**config.mk**
```make
export PLATFORM = sky130hd
export DESIGN_NAME = sram_req_ctrl
export DESIGN_NICKNAME = d
export VERILOG_FILES = /design/src/rtl/sram_pkg.sv /design/src/rtl/sram_req_ctrl.sv
export SDC_FILE = /design/constraint.sdc
export NUM_CORES = 1
export LEC_CHECK = 0
export CAP_MARGIN = 20
export CORE_ASPECT_RATIO = 0.7
export CORE_UTILIZATION = 28
export CTS_CLUSTER_SIZE = 28
export DETAILED_ROUTE_END_ITERATION = 6
export PLACE_DENSITY_LB_ADDON = 0.3
export SETUP_SLACK_MARGIN = 0.05
export SLEW_MARGIN = 20
export SYNTH_ARGS = -nofsm -noshare
export SYNTH_HDL_FRONTEND = slang
export SYNTH_SLANG_ARGS = --single-unit
```
**constraint.sdc**
```tcl
create_clock -name clk -period 1.7 [get_ports clk]
set_input_delay 0.34 -clock clk [delete_from_list [all_inputs] [get_ports clk]]
set_output_delay 0.34 -clock clk [all_outputs]
set_load 0.01 [all_outputs]
```
**src/rtl/sram_pkg.sv**
```systemverilog
// Shared constants and state encoding for the SRAM request controller.
// The SRAM macro sits beside the controller and is driven only through these encodings.
package sram_pkg;

  localparam int ADDR_W = 2;
  localparam int DATA_W = 4;
  localparam int DEPTH  = 1 << ADDR_W;

  localparam logic OP_READ  = 1'b1;
  localparam logic OP_WRITE = 1'b0;

  typedef enum logic [1:0] {
    ST_INIT   = 2'd0,
    ST_IDLE   = 2'd1,
    ST_ACCESS = 2'd2,
    ST_RESP   = 2'd3
  } state_t;

endpackage

```
**src/rtl/sram_req_ctrl.sv**
```systemverilog
// Request controller in front of the small SRAM macro: init sweep after reset,
// then one registered SRAM access per accepted request, read data on a response channel.
module sram_req_ctrl #(
  parameter int                ADDR_W   = sram_pkg::ADDR_W,
  parameter int                DATA_W   = sram_pkg::DATA_W,
  parameter logic [DATA_W-1:0] INIT_VAL = '0
) (
  input  logic              clk,
  input  logic              rst,
  input  logic              req_valid,
  output logic              req_ready,
  input  logic              req_write,
  input  logic [ADDR_W-1:0] req_addr,
  input  logic [DATA_W-1:0] req_wdata,
  output logic              rsp_valid,
  input  logic              rsp_ready,
  output logic [DATA_W-1:0] rsp_rdata,
  output logic              init_done,
  output logic [ADDR_W-1:0] sram_select,
  output logic              sram_operation,
  output logic              sram_enable,
  output logic [DATA_W-1:0] sram_data_in,
  input  logic [DATA_W-1:0] sram_data_out
);

  // Handshakes: a transfer happens on a rising edge where valid & ready are both
  // high; the producer holds its payload stable until then.

  sram_pkg::state_t  state;
  // Extra MSB flags the end of the sweep once every word has been written.
  logic [ADDR_W:0]   cnt;

  assign req_ready = (state == sram_pkg::ST_IDLE);

  always_ff @(posedge clk) begin
    if (rst) begin
      state          <= sram_pkg::ST_INIT;
      cnt            <= '0;
      rsp_valid      <= 1'b0;
      rsp_rdata      <= '0;
      init_done      <= 1'b0;
      sram_enable    <= 1'b0;
      sram_operation <= sram_pkg::OP_READ;
      sram_select    <= '0;
      sram_data_in   <= '0;
    end else begin
      case (state)
        sram_pkg::ST_INIT: begin
          if (cnt[ADDR_W]) begin
            state          <= sram_pkg::ST_IDLE;
            init_done      <= 1'b1;
            sram_enable    <= 1'b0;
            sram_operation <= sram_pkg::OP_READ;
          end else begin
            sram_enable    <= 1'b1;
            sram_operation <= sram_pkg::OP_WRITE;
            sram_select    <= cnt[ADDR_W-1:0];
            sram_data_in   <= INIT_VAL;
            cnt            <= cnt + 1'b1;
          end
        end
        sram_pkg::ST_IDLE: begin
          if (req_valid) begin
            sram_enable    <= 1'b1;
            sram_operation <= req_write ? sram_pkg::OP_WRITE : sram_pkg::OP_READ;
            sram_select    <= req_addr;
            sram_data_in   <= req_wdata;
            state          <= sram_pkg::ST_ACCESS;
          end
        end
        sram_pkg::ST_ACCESS: begin
          // The SRAM pins held the access for this whole cycle; close it out.
          sram_enable    <= 1'b0;
          sram_operation <= sram_pkg::OP_READ;
          if (sram_operation == sram_pkg::OP_READ) begin
            rsp_rdata <= sram_data_out;
            rsp_valid <= 1'b1;
            state     <= sram_pkg::ST_RESP;
          end else begin
            state <= sram_pkg::ST_IDLE;
          end
        end
        sram_pkg::ST_RESP: begin
          if (rsp_ready) begin
            rsp_valid <= 1'b0;
            state     <= sram_pkg::ST_IDLE;
          end
        end
        default: state <= sram_pkg::ST_INIT;
      endcase
    end
  end

endmodule

```
==> impl_metrics.env <==
export IMPL_grt_pass1_vias=852
export IMPL_finalWorstSetupSlack_ns=0.164
export IMPL_finClkSkew_ns=0.00148
export IMPL_tns_ns=0
export IMPL_synthCells=104
export IMPL_start_util=0.295
export IMPL_slowest_stage="dfxtp_2"
export IMPL_fp_dieH_um=50.2
export IMPL_relSlewSlack=0.757
export IMPL_synth_fp_nets=125
export IMPL_finalCritPeriodShare=0.904
export IMPL_drt_iter0_drc=56
export IMPL_tightestPinTransition_ns=0.356
export IMPL_worst_setup_path_end_kind="output port"
export IMPL_hold_buffers=0
export IMPL_ys_ff_latch=19
export IMPL_via_per_inst=4.68
export IMPL_path_class="register to output port"
export IMPL_ios=30
export IMPL_grt_start_max_net_pins=12
export IMPL_route_detailed_drc=2
export IMPL_violations="DRC"
export IMPL_place_ws_ns=-0.0272
export IMPL_synthesis_area_um2=928
export IMPL_wl_per_cell_um=12.2
export IMPL_place_congestion=0.791
export IMPL_max_stage_delay_ns=0.34
export IMPL_ys_warn_count=0
export IMPL_final_cell_count_no_fill=175
export IMPL_final_util=0.425
export IMPL_antenna_left=0
export IMPL_die_area_um2=3550
export IMPL_grt_setup_unrepaired="no"
export IMPL_finalWirelength_um=2140
export IMPL_antenna_cells=0
export IMPL_dpl_hpwl_um=1660
export IMPL_status="finished, violations left"
export IMPL_antenna_found_initial=0
export IMPL_dr_pass1_iters=7
export IMPL_overflow=0
export IMPL_path_cells="inv_1 > ha_2 > dlygate4sd2_1"
export IMPL_rows=17
export IMPL_cts_made_buffers=3
export IMPL_fill_cells=311
export IMPL_irDropWorstVdd_v=0.000380
export IMPL_insertion_delay_ns=0.26
export IMPL_track_usage=0.139
export IMPL_syn_area_per_cell_um2=8.93
export IMPL_cp_max_fo=5
export IMPL_cts_sink_count=19
export IMPL_clock_path_buffers=2
export IMPL_die_x_um=70.8
export IMPL_grt_pass1_wl_um=3920
export IMPL_portBuffers=29
export IMPL_drive_gt1_frac=0.131
export IMPL_maxCapViolCount=0
export IMPL_path_clk_slew_ns=0.07
export IMPL_root_buffer="clkbuf_8"
export IMPL_cts_tree="built"
export IMPL_critPathRequiredTime_ns=1.36
export IMPL_power_density_nw_per_um2=1240
export IMPL_synth_cell_type_count=29
export IMPL_coreArea_um2=3150
export IMPL_setup_violations=0
export IMPL_dp_cells=171
export IMPL_slew_violations=0
export IMPL_h_tree_depth=1
export IMPL_fmax_mhz=651
export IMPL_nNetsFinal=159
export IMPL_cp_arrival_ns=1.20
export IMPL_period_needed_ns=1.54
export IMPL_yosysSeqAreaShare=0.410
export IMPL_hp_class="register to register"
export IMPL_syn2layout_area_growth_pct=44.1
export IMPL_cp_start_kind="register"
export IMPL_p_leak_nw=0.516
export IMPL_num_vias=819
export IMPL_final_hold_viol_count=0
==> worst max-delay path, delay by kind of cell, from the launching register on <==
kind	cells	cell delay, ns
buffers and inverters	2	0.37
flip-flops	1	0.34
adder cells (fa/ha/maj)	1	0.22
==> final timing paths <==
path	from	end	slack [ns]	cells after the start
min	rsp_rdata[2]$_SDFFE_PP0P_	rsp_rdata[2]$_SDFFE_PP0P_	0.45	2
min reg2reg	rsp_rdata[2]$_SDFFE_PP0P_	rsp_rdata[2]$_SDFFE_PP0P_	0.45	2
max	state[1]$_SDFFE_PP0P_	req_ready	0.16	3
max reg2reg	state[1]$_SDFFE_PP0P_	state[0]$_SDFFE_PP0P_	0.17	5
==> cells by family after synthesis <==
logic type / share of synthesized area
simple gates: 0.187
compound gates: 0.213
flops: 0.410
buf+inv: 0.0404
fa+ha+maj: 0.0809
mux: 0.0593
xor+xnor: 0.00944
==> synth_stat cells <==
library cell | number | area (um^2)
or2_2 | 1 | 6.26
o31ai_1 | 4 | 30.0
dfxtp_1 | 19 | 380
inv_1 | 5 | 18.8
o311ai_0 | 4 | 35.0
o21a_1 | 1 | 7.51
a31oi_1 | 2 | 12.5
nor2_1 | 7 | 26.3
mux2i_1 | 4 | 40.0
mux2_4 | 1 | 15.0
nand2_1 | 13 | 48.8
nor3b_1 | 1 | 7.51
and2b_4 | 2 | 20.0
nor3_1 | 2 | 10.0
xnor2_1 | 1 | 8.76
ha_1 | 6 | 75.1
a211oi_4 | 1 | 20.0
nand3_1 | 6 | 30.0
a21o_1 | 2 | 15.0
nand2b_1 | 1 | 6.26
o311ai_1 | 1 | 8.76
and2_1 | 1 | 6.26
a211oi_1 | 2 | 15.0
clkbuf_1 | 4 | 15.0
o21ai_0 | 2 | 10.0
a2111oi_0 | 1 | 8.76
buf_1 | 1 | 3.75
nor2b_1 | 2 | 12.5
a21oi_1 | 7 | 35.0
==> through the flow <==
stage                     instance area [um^2]  hold WS (ns)  power (mW)
after global placement                    1280         0.444        1.34
final                                     1340         0.455        1.66
after floorplan                            928         0.468        1.06
after detailed placement                  1280         0.446        1.35
after CTS                                 1330         0.457        1.66
after global routing                      1340         0.473        1.79
==> where the power goes <==
group	leakage [nW]	switching, mW	total [mW]	internal (mW)
sequential	0.156	0.0684	0.607	0.539
combinational	0.334	0.344	0.731	0.386
clock	0.0255	0.155	0.318	0.163
total	0.516	0.568	1.66	1.09
==> cell type report <==
class                   count  area, um^2  area share
clock buffers               3        41.3      0.0309
clock inverters             1        5.00     0.00374
inverters                   5        18.8      0.0140
multi-input cells          75         515       0.385
flip-flops and latches     19         383       0.286
well taps                  38        47.5      0.0355
repair buffers             34         327       0.244
==> state kept, by name, indices dropped and copies added (netlist names) <==
| signal | count |
|---|---|
| sram_enable | 1 |
| sram_data_in | 4 |
| cnt | 3 |
| init_done | 1 |
| sram_operation | 1 |
| state | 2 |
| rsp_valid | 1 |
| rsp_rdata | 4 |
| sram_select | 2 |
==> layer usage <==
layer	routed length [um]	GRT usage	vias to the layer above
met3	49	0.0422	0
met2	939	0.216	14
met4	0	0.0300	0
li1	-	-	435
met5	0	0	-
met1	1150	0.189	370
==> placed cells by master, fill, tap and decap left out, types with 5 or more instances in the layout <==
cell type         n
a21oi_1           7
clkdlybuf4s50_1  28
nand3_1           6
nor2_1            7
inv_1             5
nand2_1          13
buf_4             5
dfxtp_1          17
==> repair_timing <==
item | in CTS | in global routing
setup endpoints to repair | 1 | 6
gates resized for setup | 2 | 4
setup buffers | 0 | 0
No activity file was read; power rests on OpenSTA's default activity.
